### src/rtl/phase_scheduler.sv
// phase_scheduler: four-approach traffic phase controller.
// Approaches N/E/S/W are served round-robin with min/max green, yellow and
// all-red clearance, all timed in prescaled ticks of TICK_DIV clocks.
// Optional pedestrian WALK phase is built only when PHASE_SCHED_PED_EN is defined.
module phase_scheduler #(
    parameter int TICK_DIV  = 100,
    parameter int MIN_GREEN = 5,
    parameter int MAX_GREEN = 20,
    parameter int YELLOW_T  = 2,
    parameter int ALLRED_T  = 1,
    parameter int WALK_T    = 6
) (
    input  logic       clk,
    input  logic       rst,
    input  logic [3:0] req,
    input  logic       ped_req,
    output logic [7:0] lights,
    output logic [3:0] grant,
    output logic       ped_walk,
    output logic       busy
);

    localparam int            PW          = (TICK_DIV > 1) ? $clog2(TICK_DIV) : 1;
    localparam logic [PW-1:0] PRESC_LAST  = PW'(TICK_DIV - 1);
    localparam logic [PW-1:0] PRESC_ONE   = PW'(1);
    localparam logic [PW-1:0] PRESC_ZERO  = PW'(0);
    localparam logic [8:0]    MIN_G       = 9'(MIN_GREEN);
    localparam logic [8:0]    MAX_G       = 9'(MAX_GREEN);
    localparam logic [8:0]    YEL_G       = 9'(YELLOW_T);
    localparam logic [8:0]    ALLRED_G    = 9'(ALLRED_T);
    localparam logic [1:0]    CODE_GREEN  = 2'b01;
    localparam logic [1:0]    CODE_YELLOW = 2'b10;
    localparam logic [7:0]    ALL_RED     = 8'hFF;
`ifdef PHASE_SCHED_PED_EN
    localparam logic [8:0]    WALK_G      = 9'(WALK_T);
`endif

    typedef enum logic [2:0] {
        IDLE   = 3'd0,
        GREEN  = 3'd1,
        YELLOW = 3'd2,
        ALLRED = 3'd3
`ifdef PHASE_SCHED_PED_EN
        ,
        WALK   = 3'd4
`endif
    } state_t;

    // One-hot mask for an approach index.
    function automatic logic [3:0] onehot4(input logic [1:0] idx);
        logic [3:0] v;
        v      = 4'b0000;
        v[idx] = 1'b1;
        return v;
    endfunction

    // Light word with one approach showing code and every other approach red.
    function automatic logic [7:0] lights_code(input logic [1:0] idx, input logic [1:0] code);
        logic [7:0] v;
        v                     = 8'hFF;
        v[{idx, 1'b0} +: 2]   = code;
        return v;
    endfunction

    state_t        state_r;
    logic [PW-1:0] presc_r;
    logic [7:0]    timer_r;
    logic [3:0]    pending_r;
    logic [1:0]    last_grant_r;
    logic [1:0]    cur_r;
    logic [7:0]    lights_r;
    logic [3:0]    grant_r;
    logic          busy_r;
`ifdef PHASE_SCHED_PED_EN
    logic          ped_pending_r;
    logic          ped_walk_r;
`else
    logic [8:0]    ped_unused_s;
`endif

    logic          tick_s;
    logic [8:0]    timer_inc_s;
    logic [3:0]    green_mask_s;
    logic [3:0]    pend_upd_s;
    logic          green_done_s;
    logic          yellow_done_s;
    logic          release_s;
    logic [3:0]    sel_set_s;
    logic          sel_valid_s;
    logic [1:0]    sel_idx_s;
    logic [1:0]    cand_s;

    // Tick detection, per-state duration compares and demand bookkeeping.
    always_comb begin
        tick_s        = (presc_r == PRESC_LAST);
        timer_inc_s   = {1'b0, timer_r} + 9'd1;
        green_mask_s  = (state_r == GREEN) ? onehot4(cur_r) : 4'b0000;
        pend_upd_s    = pending_r | (req & ~green_mask_s);
        green_done_s  = tick_s && (((timer_inc_s >= MIN_G) && !req[cur_r]) ||
                                   (timer_inc_s >= MAX_G));
        yellow_done_s = tick_s && (timer_inc_s >= YEL_G);
        case (state_r)
            IDLE:    release_s = 1'b1;
            ALLRED:  release_s = tick_s && (timer_inc_s >= ALLRED_G);
`ifdef PHASE_SCHED_PED_EN
            WALK:    release_s = tick_s && (timer_inc_s >= WALK_G);
`endif
            default: release_s = 1'b0;
        endcase
    end

    // Round-robin pick over latched plus same-cycle demand; nearest after last_grant wins.
    always_comb begin
        sel_set_s   = pending_r | req;
        sel_valid_s = |sel_set_s;
        sel_idx_s   = 2'd0;
        cand_s      = 2'd0;
        for (int k = 4; k >= 1; k--) begin
            cand_s    = last_grant_r + 2'(k);
            sel_idx_s = sel_set_s[cand_s] ? cand_s : sel_idx_s;
        end
    end

    // Phase state machine: prescaler, phase timer, pending demand and registered outputs.
    always_ff @(posedge clk) begin
        if (rst) begin
            state_r       <= IDLE;
            presc_r       <= PRESC_ZERO;
            timer_r       <= 8'd0;
            pending_r     <= 4'b0000;
            last_grant_r  <= 2'd3;
            cur_r         <= 2'd0;
            lights_r      <= ALL_RED;
            grant_r       <= 4'b0000;
            busy_r        <= 1'b0;
`ifdef PHASE_SCHED_PED_EN
            ped_pending_r <= 1'b0;
            ped_walk_r    <= 1'b0;
`endif
        end else begin
            pending_r <= pend_upd_s;
            if (tick_s) begin
                presc_r <= PRESC_ZERO;
                timer_r <= timer_r + 8'd1;
            end else begin
                presc_r <= presc_r + PRESC_ONE;
            end
`ifdef PHASE_SCHED_PED_EN
            ped_pending_r <= ped_pending_r | ped_req;
`endif
            case (state_r)
                GREEN: begin
                    if (green_done_s) begin
                        state_r  <= YELLOW;
                        presc_r  <= PRESC_ZERO;
                        timer_r  <= 8'd0;
                        lights_r <= lights_code(cur_r, CODE_YELLOW);
                    end
                end
                YELLOW: begin
                    if (yellow_done_s) begin
                        state_r  <= ALLRED;
                        presc_r  <= PRESC_ZERO;
                        timer_r  <= 8'd0;
                        lights_r <= ALL_RED;
                        grant_r  <= 4'b0000;
                    end
                end
                IDLE, ALLRED
`ifdef PHASE_SCHED_PED_EN
                , WALK
`endif
                : begin
                    if (release_s) begin
                        presc_r <= PRESC_ZERO;
                        timer_r <= 8'd0;
`ifdef PHASE_SCHED_PED_EN
                        if ((state_r == ALLRED) && ped_pending_r) begin
                            state_r       <= WALK;
                            lights_r      <= ALL_RED;
                            grant_r       <= 4'b0000;
                            busy_r        <= 1'b1;
                            ped_walk_r    <= 1'b1;
                            ped_pending_r <= 1'b0;
                        end else
`endif
                        if (sel_valid_s) begin
                            state_r      <= GREEN;
                            cur_r        <= sel_idx_s;
                            last_grant_r <= sel_idx_s;
                            pending_r    <= pend_upd_s & ~onehot4(sel_idx_s);
                            lights_r     <= lights_code(sel_idx_s, CODE_GREEN);
                            grant_r      <= onehot4(sel_idx_s);
                            busy_r       <= 1'b1;
`ifdef PHASE_SCHED_PED_EN
                            ped_walk_r   <= 1'b0;
`endif
                        end else begin
                            state_r    <= IDLE;
                            lights_r   <= ALL_RED;
                            grant_r    <= 4'b0000;
                            busy_r     <= 1'b0;
`ifdef PHASE_SCHED_PED_EN
                            ped_walk_r <= 1'b0;
`endif
                        end
                    end
                end
                default: begin
                    // Unreachable encoding: fall back to a safe all-red idle.
                    state_r  <= IDLE;
                    presc_r  <= PRESC_ZERO;
                    timer_r  <= 8'd0;
                    lights_r <= ALL_RED;
                    grant_r  <= 4'b0000;
                    busy_r   <= 1'b0;
`ifdef PHASE_SCHED_PED_EN
                    ped_walk_r <= 1'b0;
`endif
                end
            endcase
        end
    end

    assign lights = lights_r;
    assign grant  = grant_r;
    assign busy   = busy_r;
`ifdef PHASE_SCHED_PED_EN
    assign ped_walk = ped_walk_r;
`else
    assign ped_walk     = 1'b0;
    assign ped_unused_s = {8'(WALK_T), ped_req};
`endif

endmodule

### config.mk
export PLATFORM = sky130hd
export DESIGN_NAME = phase_scheduler
export DESIGN_NICKNAME = d
export VERILOG_FILES = /design/src/rtl/phase_scheduler.sv
export SDC_FILE = /design/constraint.sdc
export NUM_CORES = 1
export LEC_CHECK = 0
export ABC_AREA = 0
export CORE_ASPECT_RATIO = 0.9
export CORE_MARGIN = 3
export CORE_UTILIZATION = 40
export CTS_CLUSTER_SIZE = 14
export DETAILED_ROUTE_END_ITERATION = 7
export GPL_ROUTABILITY_DRIVEN = 1
export PLACE_DENSITY = 0.59
export RECOVER_POWER = 50
export SLEW_MARGIN = 30
export SYNTH_ARGS = -nofsm -noshare
export SYNTH_HDL_FRONTEND = slang
export SYNTH_SLANG_ARGS = --single-unit
### constraint.sdc
create_clock -name clk -period 2.6 [get_ports clk]
set_clock_uncertainty 0.15 [all_clocks]
set_input_delay 0.52 -clock clk [delete_from_list [all_inputs] [get_ports clk]]
set_output_delay 0.52 -clock clk [all_outputs]
set_load 0.1 [all_outputs]
**After elaboration in Yosys (flattened, before gate mapping)**

Index checks and enable logic that the tools add are counted.

- Flip-flop bits (word level): 39
- Logic and storage cells: 118

- Add/subtract/negate cells: 8
- Magnitude comparators: 12
- Equal/unequal tests: 7
- Shift operators: 4
- Muxes and demuxes: 50
- Bitwise logic cells: 12
- Reductions and logical operators: 16

Operator list:

| kind | count |
|---|---|
| two-way mux 8 bit | 8 |
| one-hot mux 8 bit (3 select lines) | 2 |
| two-way mux 4 bit | 7 |
| two-way mux 7 bit | 4 |
| one-hot mux 7 bit (3 select lines) | 1 |
| < comparator 2 x 3 -> 1 bit (second input constant) | 6 |
| NOT 8 bit | 2 |
| OR 8 bit | 2 |
| variable shift 2 x 5 -> 8 bit (first input constant) | 2 |
| variable part select 2 x 5 -> 8 bit (first input constant) | 2 |
| one-hot mux 4 bit (3 select lines) | 1 |
| binary-select mux 1 bit (select 2 bit) | 5 |
| two-way mux 1 bit | 10 |
| negator 3 -> 5 bit | 2 |
| adder 8 x 1 -> 9 bit (second input constant) | 1 |
| greater-or-equal comparator 9 x 1 -> 1 bit (second input constant) | 1 |
| greater-or-equal comparator 9 x 2 -> 1 bit (second input constant) | 1 |
| greater-or-equal comparator 9 x 3 -> 1 bit (second input constant) | 1 |
| greater-or-equal comparator 9 x 5 -> 1 bit (second input constant) | 1 |
| two-way mux 3 bit | 3 |
| one-hot mux 3 bit (3 select lines) | 1 |
| AND reduction 3 bit | 3 |
| adder 8 x 1 -> 8 bit (second input constant) | 1 |
| AND 4 bit | 2 |
| 21 further kinds | 40 |

**Logic depth before layout (Yosys ltp)**

Gate-level depths: netlist of the first run.

- Depth in word-level cells: 16
- Gate-level depth with buffers: 10
- Gate-level depth less buffers: 8

**Worst setup path after synthesis of the first run**

Ideal clock, no wire load.

- Path kind: register -> register
- From: register timer_r[0]
- To: register timer_r[0]
- Arrival time: 2.385 ns
- Path slack: -0.009 ns
- Cell stages (with the launch flop): 9
- Period minus slack after synthesis: 2.609 ns
- Path through: dfxtp_1 -> ha_1 -> or4b_1 -> or4_1 -> o221ai_1 -> nor4b_4 -> nor2_4 -> buf_6 -> nor3_2

- Word-level cells in the longest chain between the ends: 7
- Elaborated cells on any way between the ends: 17
- Those cells by class: add/sub: 2; order compare: 4; mux: 6; reduce/logical: 5

RTL lines:

| element | line | text |
|---|---|---|
| start, declared | 67 | `logic [7:0] timer_r;` |
| start signal, assigned | 144 | `timer_r <= timer_r + 8'd1;` |
| branches (longest 6 deep; another with adder 8 x 1 -> 9 bit) | - |  |
| one-hot mux 8 bit (3 select lines) * | 151 | `case (state_r)` |

Every way passes the cells marked *.
A chain may end at the register's enable or synchronous reset.

**Final worst setup path of the first run**

- From: register timer_r[0]
- To: register state_r[0]

- Word-level cells in the longest chain between the ends: 7
- Elaborated cells on any way between the ends: 15
- Those cells by class: add/sub: 1; order compare: 4; eq/ne: 3; mux: 1; reduce/logical: 6

RTL lines:

| element | line | text |
|---|---|---|
| adder 8 x 1 -> 9 bit * | 96 | `timer_inc_s = {1'b0, timer_r} + 9'd1;` |
| branches (longest 5 deep; another with greater-or-equal comparator 9 x 1 -> 1 bit) | - |  |
| AND reduction 3 bit (no line) * | - |  |
| end signal, assigned | 127 | `state_r <= IDLE;` |
| end signal, assigned | 154 | `state_r <= YELLOW;` |
| end signal, assigned | 162 | `state_r <= ALLRED;` |
| end, declared | 65 | `state_t state_r;` |

Marks and branches as above.

==> flow_summary.toml, run 1 <==
[yosys]
netlist_area_um2 = 2191
yosysWarnings = 0
synth.avg_cell_area_um2 = 8.625
synthCells = 254
synth_flop_cell = "dfxtp_1"
synth_top_area_cell = "dfxtp_1"
async_reset_ff_frac = 0
synth_area_leaders = "dfxtp_1, nor2_1, mux2i_1"
synth_simple_gate_area_share = 0.2650
yosysUniqueCellTypes = 55
synth_top_family_by_area = "simple AND/OR/NAND/NOR gates"
synth-compound-area-share = 0.1850
synth_fa_ha_area_frac = 0.04569
synth-edff-count = 0
synthXorXnorAreaFrac = 0.04797
synth_fp_nets = 269
muxShareOfSynthArea = 0.06054
synth_top_area_share = 0.3472
ys_ff_latch = 38
ys_seq_area_frac = 0.3472

[clock_network]
cts-htree-levels = 2
ctsHoldBuffers = 0
clockBufferDepth = 2
clkLatencyLatePin_ps = 280
clock_sinks = 38
cts_root_buf = "clkbuf_8"
clk_pin_slew_ps = 70
cts_buffers = 5
cts_tree = "done"

[routing]
num_vias = 2018
drt_first_pass_iters = 4
routedWlPerCell_um = 14.11
drt-total-wl_um = 5306
ant_nets = 0
post_drt_via_cell_ratio = 5.367
dr.first_iter.drc_count = 87
post-route-drc-count = 0

[global_route]
first_global_vias = 1839
grtUsageMet3 = 0.03459
use_met1 = 0.2607
grt_pass1_wl_um = 8852
antenna_found_initial = 0
grt_usage = 0.1678
use_met2 = 0.2337
top_usage_layer = "met1"
grt_max_degree = 18
grt_overflow = 0

[timing]
setup_ws_ps = 41.13
period_share = 0.9842
finalMaxSlewViolations = 0
fmaxAchievable_ghz = 0.3908
tightest_slew_ps = 1167
hold_viol = 0
max_slew_margin = 0.2251
finalSetupViolations = 0
rsz0062_at_grt = "yes"
fin_crit_ps = 2559

[power_and_ir_drop]
p_sw_mw = 1.791
power_density_nw_per_um2 = 1222
finalPower_mw = 3.484
ir_drop_mv = 0.9491
pwr-share-seq = 0.245
switching_share = 0.5140
p_int_mw = 1.693
leakagePower_nw = 1.129
comb_power_share = 0.647
power_frac_clock = 0.108

[setup_path]
path_cells = "ha_4 > or4b_4 > or4_4 > o221ai_4 > nor4b_4 > buf_4 > nor2_4 > buf_12 > o31ai_4"
crit_path_end_kind = "register"
worstSetupStartpointType = "register"
crit_type = "reg -> reg"
worstPathArrival_ps = 2600
critPathMaxStageDelay_ps = 470
critPathMaxFanout = 7
worstPathRequired_ps = 2650
critPathSlowestCell = "or4b_4"

[floorplanning]
ios = 21
coreArea_um2 = 5075
die_area_um2 = 6402
rows = 24
die_y_um = 76.21
start_util = 0.4317
die_x_um = 84.01

[finish]
nets = 326
final_util = 0.5616
drive_gt1_frac = 0.2765
stdcell_count = 376
n_antenna_cell = 0
area_growth_pct = 30.10
fillerInstances = 492

[flow_run]
maxCapViolCount = 0

[place]
place_ws_ps = -315.6
dp_hpwl_um = 3936
gp_congestion = 0.9280
io_buffers = 18
place_inst = 367

[outcome]
status = "finished, final reports clean"

[min_path]
hp-class = "reg -> reg"
-- stage by stage --
| stage | hold WS (ps) | TNS [ps] | cell area [um2] |
|---|---|---|---|
| floorplan | 263.0 | 0 | 2191 |
| global placement | 282.1 | -4709 | 2694 |
| detailed placement | 289.6 | -5298 | 2694 |
| CTS | 300.1 | -22.06 | 2851 |
| global route | 335.6 | -33.11 | 2850 |
| finish | 294.2 | 0 | 2850 |
-- worst max-delay path: cells and delay by family, from the launching register on --
family                     cells  cell delay (ps)
AOI/OAI and AO/OA              2              260
adders and majority gates      1              160
buffers and inverters          2              320
DFF                            1              340
and+or+nand+nor                4             1240
-- power by group through the flow --
stage / registers (mW) / logic (mW) / clock network (mW)
detailed placement: 0.866 / 2.20 / 0
global route: 0.878 / 2.41 / 0.419
global placement: 0.866 / 2.20 / 0
CTS: 0.854 / 2.31 / 0.392
floorplan: 1.46 / 0.943 / 0
finish: 0.854 / 2.25 / 0.378
-- repair_timing --
item,in CTS,in global routing
setup endpoints to repair,18,24
pin swaps,4,3
setup buffers,2,0
endpoints found under the hold margin,0,0
gates resized for setup,14,13
-- layout by cell type (no fill, tap or decap), drive strengths merged, types with 8 or more instances in the layout --
cell    count
nand2       8
clkbuf     19
dfxtp      38
o21ai      11
nor3       17
o21a        8
inv        11
nor2       34
ha          8
nand3       8
mux2i      11
buf        44
a21oi      10
-- synthesized netlist by cell type (4+ instances only) --
master,count
nor3_1,10
a211oi_1,6
o21ai_0,11
clkbuf_1,10
nand3_1,8
ha_1,8
or4_1,4
xnor2_1,6
a31oi_1,5
nor3_2,7
dfxtp_1,38
nor2_1,32
a21oi_1,10
o21a_1,8
or3_1,6
inv_1,11
mux2i_1,11
nand2_1,8
xor2_1,6
-- routing by layer --
| layer | vias to the layer above | part of all wire |
|---|---|---|
| li1 | 1031 | - |
| met1 | 948 | 0.55 |
| met2 | 35 | 0.40 |
| met3 | 4 | 0.038 |
| met4 | 0 | 0.0055 |
| met5 | - | 0 |
-- layout make-up --
| class | instances | area, um2 | area share |
|---|---|---|---|
| tap | 65 | 81.33 | 0.02853 |
| inverter | 11 | 41.29 | 0.01449 |
| sequential | 38 | 763.2 | 0.2678 |
| clock buffer | 5 | 68.82 | 0.02414 |
| clock inverter | 2 | 10.01 | 0.003512 |
| timing repair buffer | 63 | 456.7 | 0.1602 |
| multi-input combinational | 192 | 1429 | 0.5013 |
-- path summary, 6_finish.rpt --
check | slack [ps] | depth (start not counted) | start | to
setup / recovery | 40 | 9 | timer_r[0]$_SDFF_PP0_ | state_r[0]$_SDFFE_PP0P_
hold / removal | 290 | 1 | presc_r[0]$_SDFF_PP0_ | presc_r[0]$_SDFF_PP0_
setup reg to reg | 40 | 9 | timer_r[0]$_SDFF_PP0_ | state_r[0]$_SDFFE_PP0P_
hold reg to reg | 290 | 1 | presc_r[0]$_SDFF_PP0_ | presc_r[0]$_SDFF_PP0_
-- sequential cells by signal, indices dropped and copies added, names as in the netlist --
| register | count |
|---|---|
| last_grant_r | 2 |
| lights | 8 |
| pending_r | 4 |
| presc_r | 7 |
| grant | 4 |
| busy | 1 |
| timer_r | 8 |
| state_r | 2 |
| cur_r | 2 |
-- logic make-up after synthesis --
group / Yosys count
AO/OA/AOI/OAI: 59
adder cells (fa/ha/maj): 8
buffers and inverters: 24
multiplexers: 12
XOR/XNOR: 12
AND/OR/NAND/NOR: 100
flip-flops: 38
other: 1
Note: power is estimated with default switching activity, not from simulation.
==> run 2, diff against run 1 <==
--- a/config.mk
+++ b/config.mk
@@ -9,7 +9,6 @@
 export CORE_ASPECT_RATIO = 0.9
 export CORE_MARGIN = 3
 export CORE_UTILIZATION = 40
-export CTS_CLUSTER_SIZE = 14
 export DETAILED_ROUTE_END_ITERATION = 7
 export GPL_ROUTABILITY_DRIVEN = 1
 export PLACE_DENSITY = 0.59
==> results of run 2 <==
Final layout, timing and power as in run 1 (identical DEF).
